`src/rtl/sdp_rdma_layer_seq.sv`:
```
// sdp_rdma_layer_seq
// Read-DMA layer sequencer for SDP operand fetch. Walks a 2D surface of
// atoms line by line, issuing read requests of up to MAX_BURST atoms. Each
// accepted request is remembered in a context queue (CQ) until all of its
// response beats are back. dp2reg_done pulses once the surface has been fully
// requested and every outstanding request has drained.
//
// Build option: define SDP_RDMA_MULTI_SURF_EN to fetch reg2dp_channel+1
// surfaces spaced by reg2dp_surface_stride. Without it a single surface is
// fetched and those two ports do not exist.
//
// Ports:
//   nvdla_core_clk / nvdla_core_rstn  clock, synchronous active-low reset
//   reg2dp_op_en                       layer enable (starts a layer when idle)
//   reg2dp_base_addr                   surface base byte address
//   reg2dp_line_stride                 byte stride between lines
//   reg2dp_width / reg2dp_height       atoms per line - 1 / lines - 1
//   reg2dp_perf_dma_en                 enable request stall counting
//   reg2dp_channel                     surfaces - 1 (multi-surface build only)
//   reg2dp_surface_stride              byte stride between surfaces (multi-surface build only)
//   dma_rd_req_*                       read request channel (valid/ready/addr/size)
//   dma_rd_rsp_valid / _ready          response beats, one atom per beat
//   op_load                            layer-start pulse (combinational)
//   layer_process                      layer active
//   dp2reg_done                        one-cycle layer-done pulse
//   dp2reg_stall                       saturating request stall cycle count
//   cq_count                           outstanding requests in the CQ
//
// State table:
//   state    | meaning
//   ST_IDLE  | no layer active, waiting for op_load
//   ST_REQ   | walking the surface and issuing read requests
//   ST_DRAIN | all requests issued, waiting for outstanding beats to return

module sdp_rdma_layer_seq #(
    parameter int  AW         = 64,
    parameter int  LEN_W      = 13,
    parameter int  CQ_DEPTH   = 16,
    parameter int  MAX_BURST  = 4,
    parameter int  ATOM_BYTES = 32,
    parameter int  STALL_W    = 32,
    localparam int SZ_W       = (MAX_BURST > 1) ? $clog2(MAX_BURST) : 1,
    localparam int CNT_W      = $clog2(CQ_DEPTH) + 1
) (
    input  logic               nvdla_core_clk,
    input  logic               nvdla_core_rstn,
    input  logic               reg2dp_op_en,
    input  logic [AW-1:0]      reg2dp_base_addr,
    input  logic [31:0]        reg2dp_line_stride,
    input  logic [LEN_W-1:0]   reg2dp_width,
    input  logic [LEN_W-1:0]   reg2dp_height,
    input  logic               reg2dp_perf_dma_en,
`ifdef SDP_RDMA_MULTI_SURF_EN
    input  logic [LEN_W-1:0]   reg2dp_channel,
    input  logic [31:0]        reg2dp_surface_stride,
`endif
    output logic               dma_rd_req_valid,
    input  logic               dma_rd_req_ready,
    output logic [AW-1:0]      dma_rd_req_addr,
    output logic [SZ_W-1:0]    dma_rd_req_size,
    input  logic               dma_rd_rsp_valid,
    output logic               dma_rd_rsp_ready,
    output logic               op_load,
    output logic               layer_process,
    output logic               dp2reg_done,
    output logic [STALL_W-1:0] dp2reg_stall,
    output logic [CNT_W-1:0]   cq_count
);

    localparam int               PTR_W   = (CQ_DEPTH > 1) ? $clog2(CQ_DEPTH) : 1;
    localparam int               ATOM_SH = $clog2(ATOM_BYTES);
    localparam logic [LEN_W:0]   ONE_L   = (LEN_W + 1)'(1);
    localparam logic [LEN_W:0]   MAXB_L  = (LEN_W + 1)'(MAX_BURST);
    localparam logic [CNT_W-1:0] FULL_C  = CNT_W'(CQ_DEPTH);

    typedef enum logic [1:0] {
        ST_IDLE  = 2'd0,
        ST_REQ   = 2'd1,
        ST_DRAIN = 2'd2
    } state_t;

    state_t             state_q, state_d;
    logic               layer_process_q, layer_process_d;
    logic               done_q, done_d;
    logic [31:0]        stride_q, stride_d;
    logic [LEN_W-1:0]   width_q, width_d;
    logic [LEN_W-1:0]   height_q, height_d;
    logic [LEN_W-1:0]   x_q, x_d;
    logic [LEN_W-1:0]   y_q, y_d;
    logic [AW-1:0]      line_addr_q, line_addr_d;
    logic [STALL_W-1:0] stall_q, stall_d;
`ifdef SDP_RDMA_MULTI_SURF_EN
    logic [LEN_W-1:0]   channel_q, channel_d;
    logic [LEN_W-1:0]   surf_q, surf_d;
    logic [31:0]        surf_stride_q, surf_stride_d;
    logic [AW-1:0]      surf_addr_q, surf_addr_d;
`endif

    logic [SZ_W-1:0]    cq_mem_q [CQ_DEPTH];
    logic [SZ_W-1:0]    cq_mem_d [CQ_DEPTH];
    logic [PTR_W-1:0]   wr_ptr_q, wr_ptr_d;
    logic [PTR_W-1:0]   rd_ptr_q, rd_ptr_d;
    logic [CNT_W-1:0]   cq_count_q, cq_count_d;
    logic [SZ_W-1:0]    beat_q, beat_d;

    logic [LEN_W:0]     remain;
    logic [LEN_W:0]     x_adv;
    logic [SZ_W-1:0]    req_size;
    logic [AW-1:0]      req_addr;
    logic [SZ_W-1:0]    head_size;
    logic               cq_full;
    logic               cq_empty;
    logic               req_fire;
    logic               rsp_fire;
    logic               pop;
    logic               last_col;
    logic               last_line;

    // Request geometry. x only moves on accept, so addr/size are stable while
    // a request is waiting for ready (including while the CQ is full).
    always_comb begin
        remain   = {1'b0, width_q} + ONE_L - {1'b0, x_q};
        req_size = (remain >= MAXB_L) ? SZ_W'(MAX_BURST - 1) : SZ_W'(remain - ONE_L);
        x_adv    = {1'b0, x_q} + (LEN_W + 1)'(req_size) + ONE_L;
        req_addr = line_addr_q + (AW'(x_q) << ATOM_SH);
    end

    assign last_col  = (x_adv == ({1'b0, width_q} + ONE_L));
    assign last_line = (y_q == height_q);

    assign cq_full   = (cq_count_q == FULL_C);
    assign cq_empty  = (cq_count_q == '0);
    assign head_size = cq_mem_q[rd_ptr_q];

    // Held low during reset so every output reads 0 while rstn is asserted.
    assign op_load          = nvdla_core_rstn & reg2dp_op_en & ~layer_process_q;
    assign dma_rd_req_valid = (state_q == ST_REQ) & ~cq_full;
    assign dma_rd_req_addr  = req_addr;
    assign dma_rd_req_size  = req_size;
    assign dma_rd_rsp_ready = ~cq_empty;

    assign req_fire = dma_rd_req_valid & dma_rd_req_ready;
    assign rsp_fire = dma_rd_rsp_valid & dma_rd_rsp_ready;
    // The head entry retires on its last beat (beat index == size).
    assign pop      = rsp_fire & (beat_q == head_size);

    // Context queue: size of each outstanding request, plus a beat counter
    // for the entry at the head.
    always_comb begin
        cq_mem_d   = cq_mem_q;
        wr_ptr_d   = wr_ptr_q;
        rd_ptr_d   = rd_ptr_q;
        cq_count_d = cq_count_q;
        beat_d     = beat_q;

        if (req_fire) begin
            cq_mem_d[wr_ptr_q] = req_size;
            wr_ptr_d           = wr_ptr_q + PTR_W'(1);
        end

        if (rsp_fire) begin
            if (pop) begin
                beat_d   = '0;
                rd_ptr_d = rd_ptr_q + PTR_W'(1);
            end else begin
                beat_d   = beat_q + SZ_W'(1);
            end
        end

        case ({req_fire, pop})
            2'b10:   cq_count_d = cq_count_q + CNT_W'(1);
            2'b01:   cq_count_d = cq_count_q - CNT_W'(1);
            default: cq_count_d = cq_count_q;
        endcase
    end

    always_comb begin
        stall_d = stall_q;
        if (op_load) begin
            stall_d = '0;
        end else if (reg2dp_perf_dma_en & dma_rd_req_valid & ~dma_rd_req_ready & ~(&stall_q)) begin
            stall_d = stall_q + STALL_W'(1);
        end
    end

    // FSM and surface walk.
    always_comb begin
        state_d         = state_q;
        layer_process_d = layer_process_q;
        done_d          = 1'b0;
        stride_d        = stride_q;
        width_d         = width_q;
        height_d        = height_q;
        x_d             = x_q;
        y_d             = y_q;
        line_addr_d     = line_addr_q;
`ifdef SDP_RDMA_MULTI_SURF_EN
        channel_d       = channel_q;
        surf_d          = surf_q;
        surf_stride_d   = surf_stride_q;
        surf_addr_d     = surf_addr_q;
`endif

        case (state_q)
            ST_IDLE: begin
                if (op_load) begin
                    state_d         = ST_REQ;
                    layer_process_d = 1'b1;
                    stride_d        = reg2dp_line_stride;
                    width_d         = reg2dp_width;
                    height_d        = reg2dp_height;
                    x_d             = '0;
                    y_d             = '0;
                    line_addr_d     = reg2dp_base_addr;
`ifdef SDP_RDMA_MULTI_SURF_EN
                    channel_d       = reg2dp_channel;
                    surf_d          = '0;
                    surf_stride_d   = reg2dp_surface_stride;
                    surf_addr_d     = reg2dp_base_addr;
`endif
                end
            end

            ST_REQ: begin
                if (req_fire) begin
                    if (last_col) begin
                        x_d = '0;
                        if (last_line) begin
`ifdef SDP_RDMA_MULTI_SURF_EN
                            if (surf_q == channel_q) begin
                                state_d = ST_DRAIN;
                            end else begin
                                y_d         = '0;
                                surf_d      = surf_q + LEN_W'(1);
                                surf_addr_d = surf_addr_q + AW'(surf_stride_q);
                                line_addr_d = surf_addr_d;
                            end
`else
                            state_d = ST_DRAIN;
`endif
                        end else begin
                            y_d         = y_q + LEN_W'(1);
                            line_addr_d = line_addr_q + AW'(stride_q);
                        end
                    end else begin
                        x_d = x_adv[LEN_W-1:0];
                    end
                end
            end

            ST_DRAIN: begin
                // Looking at the next count lets done land in the cycle right
                // after the final beat is accepted.
                if (cq_count_d == '0) begin
                    state_d         = ST_IDLE;
                    done_d          = 1'b1;
                    layer_process_d = 1'b0;
                end
            end

            default: begin
                state_d = ST_IDLE;
            end
        endcase
    end

    always_ff @(posedge nvdla_core_clk) begin
        if (!nvdla_core_rstn) begin
            state_q         <= ST_IDLE;
            layer_process_q <= 1'b0;
            done_q          <= 1'b0;
            stride_q        <= '0;
            width_q         <= '0;
            height_q        <= '0;
            x_q             <= '0;
            y_q             <= '0;
            line_addr_q     <= '0;
            stall_q         <= '0;
            wr_ptr_q        <= '0;
            rd_ptr_q        <= '0;
            cq_count_q      <= '0;
            beat_q          <= '0;
            for (int i = 0; i < CQ_DEPTH; i++) begin
                cq_mem_q[i] <= '0;
            end
`ifdef SDP_RDMA_MULTI_SURF_EN
            channel_q       <= '0;
            surf_q          <= '0;
            surf_stride_q   <= '0;
            surf_addr_q     <= '0;
`endif
        end else begin
            state_q         <= state_d;
            layer_process_q <= layer_process_d;
            done_q          <= done_d;
            stride_q        <= stride_d;
            width_q         <= width_d;
            height_q        <= height_d;
            x_q             <= x_d;
            y_q             <= y_d;
            line_addr_q     <= line_addr_d;
            stall_q         <= stall_d;
            wr_ptr_q        <= wr_ptr_d;
            rd_ptr_q        <= rd_ptr_d;
            cq_count_q      <= cq_count_d;
            beat_q          <= beat_d;
            cq_mem_q        <= cq_mem_d;
`ifdef SDP_RDMA_MULTI_SURF_EN
            channel_q       <= channel_d;
            surf_q          <= surf_d;
            surf_stride_q   <= surf_stride_d;
            surf_addr_q     <= surf_addr_d;
`endif
        end
    end

    assign layer_process = layer_process_q;
    assign dp2reg_done   = done_q;
    assign dp2reg_stall  = stall_q;
    assign cq_count      = cq_count_q;

endmodule

```
`config.mk`:
```
export PLATFORM = sky130hd
export DESIGN_NAME = sdp_rdma_layer_seq
export DESIGN_NICKNAME = d
export VERILOG_FILES = /design/src/rtl/sdp_rdma_layer_seq.sv
export SDC_FILE = /design/constraint.sdc
export NUM_CORES = 1
export LEC_CHECK = 0
export ABC_CLOCK_PERIOD_IN_PS = 21600
export BUFFER_PORTS_ARGS = -buffer_cell sky130_fd_sc_hd__clkbuf_2
export CORE_AREA = 5 5 203 205
export CTS_BUF_LIST = sky130_fd_sc_hd__clkbuf_4 sky130_fd_sc_hd__clkbuf_8
export DETAILED_ROUTE_END_ITERATION = 12
export DIE_AREA = 0 0 208 210
export GPL_TIMING_DRIVEN = 0
export PLACE_DENSITY_LB_ADDON = 0.1
export SLEW_MARGIN = 10
export SYNTH_ARGS = -nofsm -noshare
export SYNTH_HDL_FRONTEND = slang
export SYNTH_SLANG_ARGS = --single-unit
```
`constraint.sdc`:
```
create_clock -name nvdla_core_clk -period 21.6 [get_ports nvdla_core_clk]
set_clock_uncertainty 0.05 [all_clocks]
set_input_delay 2.16 -clock nvdla_core_clk [delete_from_list [all_inputs] [get_ports nvdla_core_clk]]
set_output_delay 2.16 -clock nvdla_core_clk [all_outputs]
set_load 0.005 [all_outputs]
```
### Word-level counts from Yosys, hierarchy flattened

Cells that the tools add are included.

* bits in registers: 231
* bits in latches: 0
* bits in writable memories: 0
* memory bits (read-only): 0
* output and inout port bits: 108
* memories kept: 0

* add/sub/neg operators: 14
* $mul: 0
* divide/modulo/power cells: 0
* magnitude comparators: 4
* equal/unequal tests: 14
* shift-type cells: 0
* mux-type cells: 32
* bitwise gates (word level): 17
* reduce and logical (&&, ||, !) cells: 15

Operators by type and width (count)
* 64-bit 2-to-1 mux: 4
* 64-bit one-hot mux with 2 select lines: 1
* 13-bit 2-to-1 mux: 6
* 64-bit by 18-bit adder with 64-bit output: 1
* 64-bit by 32-bit adder with 64-bit output: 1
* 13-bit one-hot mux with 2 select lines: 2
* 32-bit by 1-bit adder with 32-bit output, second input constant: 1
* 32-bit bitwise mux: 1
* 32-bit AND reduction: 1
* 2-bit 2-to-1 mux: 10
* 13-bit by 1-bit adder with 14-bit output, second input constant: 1
* 13-bit by 2-bit adder with 14-bit output: 1
* 14-bit by 1-bit adder with 14-bit output, second input constant: 1
* 14-bit == test: 1
* 14-bit by 3-bit >= comparator with 1-bit output, second input constant: 1
* 14-bit by 13-bit subtractor with 14-bit output: 1
* 13-bit by 1-bit adder with 13-bit output, second input constant: 1
* 13-bit == test: 1
* 2-bit inequality test, second input constant: 6
* 5-bit >= comparator, second input constant: 2
* 5-bit logical NOT: 2
* 4-bit NOT with 5-bit output: 2
* 5-bit one-hot mux with 2 select lines: 1
* 5-bit AND reduction: 2
* other kinds (23): 45

### Depth between registers and ports, before layout

* depth in word-level cells: 11
* gate-level depth with buffers: 29
* mapped depth without buffers: 26

### Worst setup path after synthesis

No wires, ideal clock.

* path kind: reg2reg
* start: register width_q[0]
* end: register line_addr_q[27]
* data arrival time: 6596 ps
* slack: 14822 ps
* stages on the path, launching flop included: 29
* buffers on the path: 4
* period minus slack after synthesis: 6778 ps
* path through: dfxtp_1 -> ha_1 -> and3_1 -> nand3_1 -> xnor2_1 -> ha_1 -> clkbuf_1 -> nand3_1 -> and2_1 -> a31oi_1 -> a21o_1 -> a21oi_1 -> o2111ai_2 -> nor2_1 -> clkbuf_1 -> fa_1 -> and4b_1 -> or4b_4 -> xnor2_2 -> xnor2_1 -> a211o_1 -> or4_1 -> nand2b_1 -> nand4bb_4 -> o21a_1 -> buf_2 -> clkbuf_1 -> a211oi_1 -> nor3_1

* word-level cells in the longest chain between the ends: 9

Ends and longest elaborated chain
* start, declared: line 86 `logic [LEN_W-1:0] width_q, width_d;`
* start signal, assigned: line 297 `width_q <= width_d;`
* 13-bit by 1-bit adder with 14-bit output *: line 122, 128
* 14-bit by 13-bit subtractor with 14-bit output: line 122 `remain = {1'b0, width_q} + ONE_L - {1'b0, x_q};`
* 14-bit by 3-bit >= comparator with 1-bit output / 2-bit by 1-bit subtractor with 2-bit output (equally long branches): line 123 `req_size = (remain >= MAXB_L) ? SZ_W'(MAX_BURST - 1) : SZ_W'(remain - ONE_L);`
* 2-bit 2-to-1 mux: line 123
* 13-bit by 2-bit adder with 14-bit output: line 124 `x_adv = {1'b0, x_q} + (LEN_W + 1)'(req_size) + ONE_L;`
* 14-bit by 1-bit adder with 14-bit output: line 124
* 14-bit == test *: line 128 `assign last_col = (x_adv == ({1'b0, width_q} + ONE_L));`
* 2-bit inequality test (no line) *
* 5-bit AND reduction (no line) *
* end signal, assigned: line 301 `line_addr_q <= line_addr_d;`
* end, declared: line 90 `logic [AW-1:0] line_addr_q, line_addr_d;`

Every way passes the cells marked *; elsewhere a longest branch is shown, timed or not.
A chain may end at the register's enable or synchronous reset.

### Worst setup path in the final report

* start: register width_q[0]
* end: register line_addr_q[60]

The elaborated chain is that of the path after synthesis.

==> qor.yml <==
place:
  gp_congestion: 0.9424
  dp_hpwl_um: 45630
  portBuffers: 235
  place_ws_ps: 12860
yosys:
  synthAdderAreaFrac_pct: 6.500
  synth-edff-count: 0
  synth.avg_cell_area_sq_um: 7.639
  synth_ff_type: "dfxtp_1"
  synthArstFlopShare_pct: 0
  syn_nets: 2221
  yosys_warnings: 0
  ys_seq_area_share_pct: 30.03
  muxShareOfSynthArea_pct: 2.145
  synth_compound_area_share_pct: 21.19
  ys_ff_latch: 231
  synth.distinct_cells: 87
  synth_area_sq_um: 15400
  synth_simple_gate_area_share_pct: 25.28
  synthCells: 2016
  synth_top_family_by_area: "simple AND/OR/NAND/NOR gates"
  synth_xor_area_share_pct: 10.07
clock_network:
  clockBufferDepth: 3
  clkLatencyLatePin_ps: 610
  htreeDepth: 2
  hold_buffers: 0
  clock-sinks: 231
  clockRootBuffer: "clkbuf_8"
  cts_buffers: 44
  cts_resized: 0
  cts.clk_slew.worst_paths_ps: 60
  postCtsSetupBuffers: 0
  tritoncts: "done"
timing:
  max_freq_mhz: 112.9
  hold_viol: 0
  slew_viol_final: 0
  setup_violations: 0
  finalCritPeriodShare_pct: 41.00
  worstMarginPinSlew_ps: 1233
  max-slew-margin-rel_pct: 17.78
  rsz0062_at_grt: "no"
  worst_slack_ps: 12750
  fin_tns_setup_ps: 0
  finalCriticalPeriod_ps: 8855
routing:
  drcViolationCount: 0
  drt_wl_total_um: 59280
  wl_per_cell_um: 20.79
  postRouteAntennaNets: 0
  drt_first_pass_iters: 8
  vias_per_cell: 5.545
  via_count: 15808
  drt_iter0_drc: 1096
global_routing:
  grt_max_degree: 13
  grt_use_total_pct: 25.81
  grt_pass1_wl_um: 89700
  antenna_found_initial: 0
  overflow: 0
  grt_pass1_vias: 15320
power_and_ir_drop:
  p_leak_nw: 7.304
  ir_worst_vdd_mv: 0.04602
  p_per_area_nw_per_um2: 70.44
job:
  maxCapViolCount: 0
cells_and_area:
  final_cell_mix: "286 x nand2_1, 238 x clkbuf_2, 231 x nor2_1, 231 x dfxtp_1, 173 x a21oi_1"
  nets: 2503
  diodes: 0
  fill_cells: 4064
  layout_commonest_cell: "nand2_1"
  drive_above_1_share_pct: 16.51
  areaGrowthSynthToFinish_pct: 17.79
die:
  die_w_um: 208
  num_rows: 73
  die_area_sq_um: 43680
  start_util_pct: 39.21
  core_area_sq_um: 39280
  fp.dieH_um: 210
  num_io_pins: 236
worst_setup_path:
  critPathMaxFanout: 10
  crit_start: "width_q[0]"
  rr_startpoint: "width_q[0]"
  critical_path_class: "reg -> reg"
  cp-start-kind: "flop"
  end_kind: "flop"
  arrival_ps: 9330
  required_ps: 22080
hold_path:
  hold_class: "reg -> reg"
  hold_path.startpoint: "stride_q[13]"
outcome:
  status: "completed"
==> area by class of cell <==
cell class | count | area, sq um | share of cell area (%)
Tap cell | 525 | 656.9 | 3.621
Sequential cell | 231 | 4624 | 25.49
Clock buffer | 68 | 842.1 | 4.642
Timing Repair Buffer | 236 | 1187 | 6.546
Clock inverter | 6 | 42.54 | 0.2345
Multi-Input combinational cell | 1601 | 10050 | 55.40
Buffer | 122 | 504.2 | 2.780
Inverter | 62 | 232.7 | 1.283
==> cells by family after synthesis <==
logic type               Yosys count
multiplexers                      20
buffers and inverters            184
AND/OR/NAND/NOR                  832
flip-flops                       231
AO/OA/AOI/OAI                    499
XOR/XNOR                         173
adder cells (fa/ha/maj)           77
==> registers in the layout, indices dropped and copies added, names as in the netlist, 2 cells and up <==
register / count
height_q: 13
line_addr_q: 64
width_q: 13
cq_count: 5
x_q: 13
rd_ptr_q: 4
stride_q: 32
cq_mem_q: 32
state_q: 2
y_q: 13
beat_q: 2
wr_ptr_q: 4
dp2reg_stall: 32
==> report_power, final <==
part | internal (mW) | total [mW] | switching [mW] | leakage [nW]
combinational | 0.130 | 0.349 | 0.219 | 4.96
clock | 0.247 | 0.446 | 0.199 | 0.473
sequential | 0.452 | 0.482 | 0.0308 | 1.87
==> layer usage <==
metal,track usage [%],part of all wire (%)
met2,43.67,47
met4,8.403,2.8
met5,0,0
met3,4.822,6.0
met1,33.51,44
==> stage by stage <==
stage               hold slack [ps]  power [mW]  area, sq um  utilization (%)  cells
floorplan                     390.0      0.7098        15400                -   2016
finish                        417.3       1.278        18140            46.19   2851
global placement              405.5      0.8329        17230            43.88   2776
CTS                           418.9       1.289        18140            46.19   2851
global route                  426.7       1.346        18140            46.19   2851
detailed placement            408.9      0.8378        17260            43.93   2777
==> worst paths after layout <==
kind	endpoint	slack [ps]	depth (start not counted)
max	line_addr_q[60]	12750	27
min	stride_q[13]	420	2
max reg2reg	line_addr_q[60]	12750	27
min reg2reg	stride_q[13]	420	2
==> cell usage after synthesis (9+ instances only) <==
| cell type | n | area share (%) |
|---|---|---|
| xor2_1 | 77 | 4.4 |
| a31oi_1 | 18 | 0.73 |
| nor4_1 | 15 | 0.61 |
| nand2b_1 | 10 | 0.41 |
| a21oi_1 | 173 | 5.6 |
| nand4_1 | 29 | 1.2 |
| nand2_1 | 286 | 7.0 |
| nand3_1 | 63 | 2.0 |
| inv_1 | 62 | 1.5 |
| a211oi_1 | 70 | 3.4 |
| clkbuf_1 | 94 | 2.3 |
| or2_2 | 10 | 0.41 |
| mux4_2 | 10 | 1.5 |
| nor3_1 | 54 | 1.8 |
| or3_1 | 33 | 1.3 |
| nor2_1 | 231 | 5.6 |
| a21o_1 | 42 | 2.0 |
| o21a_1 | 11 | 0.54 |
| o31ai_1 | 12 | 0.59 |
| ha_1 | 72 | 5.8 |
| dfxtp_1 | 231 | 30 |
| and4_1 | 14 | 0.80 |
| buf_2 | 16 | 0.52 |
| a311oi_1 | 9 | 0.51 |
| and3_1 | 37 | 1.5 |
| o21bai_1 | 10 | 0.49 |
| xnor2_1 | 93 | 5.3 |
| and2_1 | 15 | 0.61 |
| o21ai_0 | 67 | 2.2 |
==> worst max-delay path, stage by stage, from the launching register on <==
cell and delay, ps:
dfxtp_1 560, ha_1 270, and3_1 230, nand3_1 110
xnor2_1 350, ha_1 310, clkbuf_1 200, a211o_1 340
a221oi_1 290, o21ai_0 180, nor4_2 460, o2111ai_2 400
nor2_1 550, clkbuf_1 570, inv_1 240, ha_1 380
o21ai_0 130, inv_1 180, mux2i_1 110, nor4_1 320
nand3_1 190, or4_1 470, nand2b_1 160, nand4bb_4 200
o21ai_2 420, clkbuf_1 800, nand2_1 120, a21oi_1 180
No activity file was read; power rests on OpenSTA's default activity.
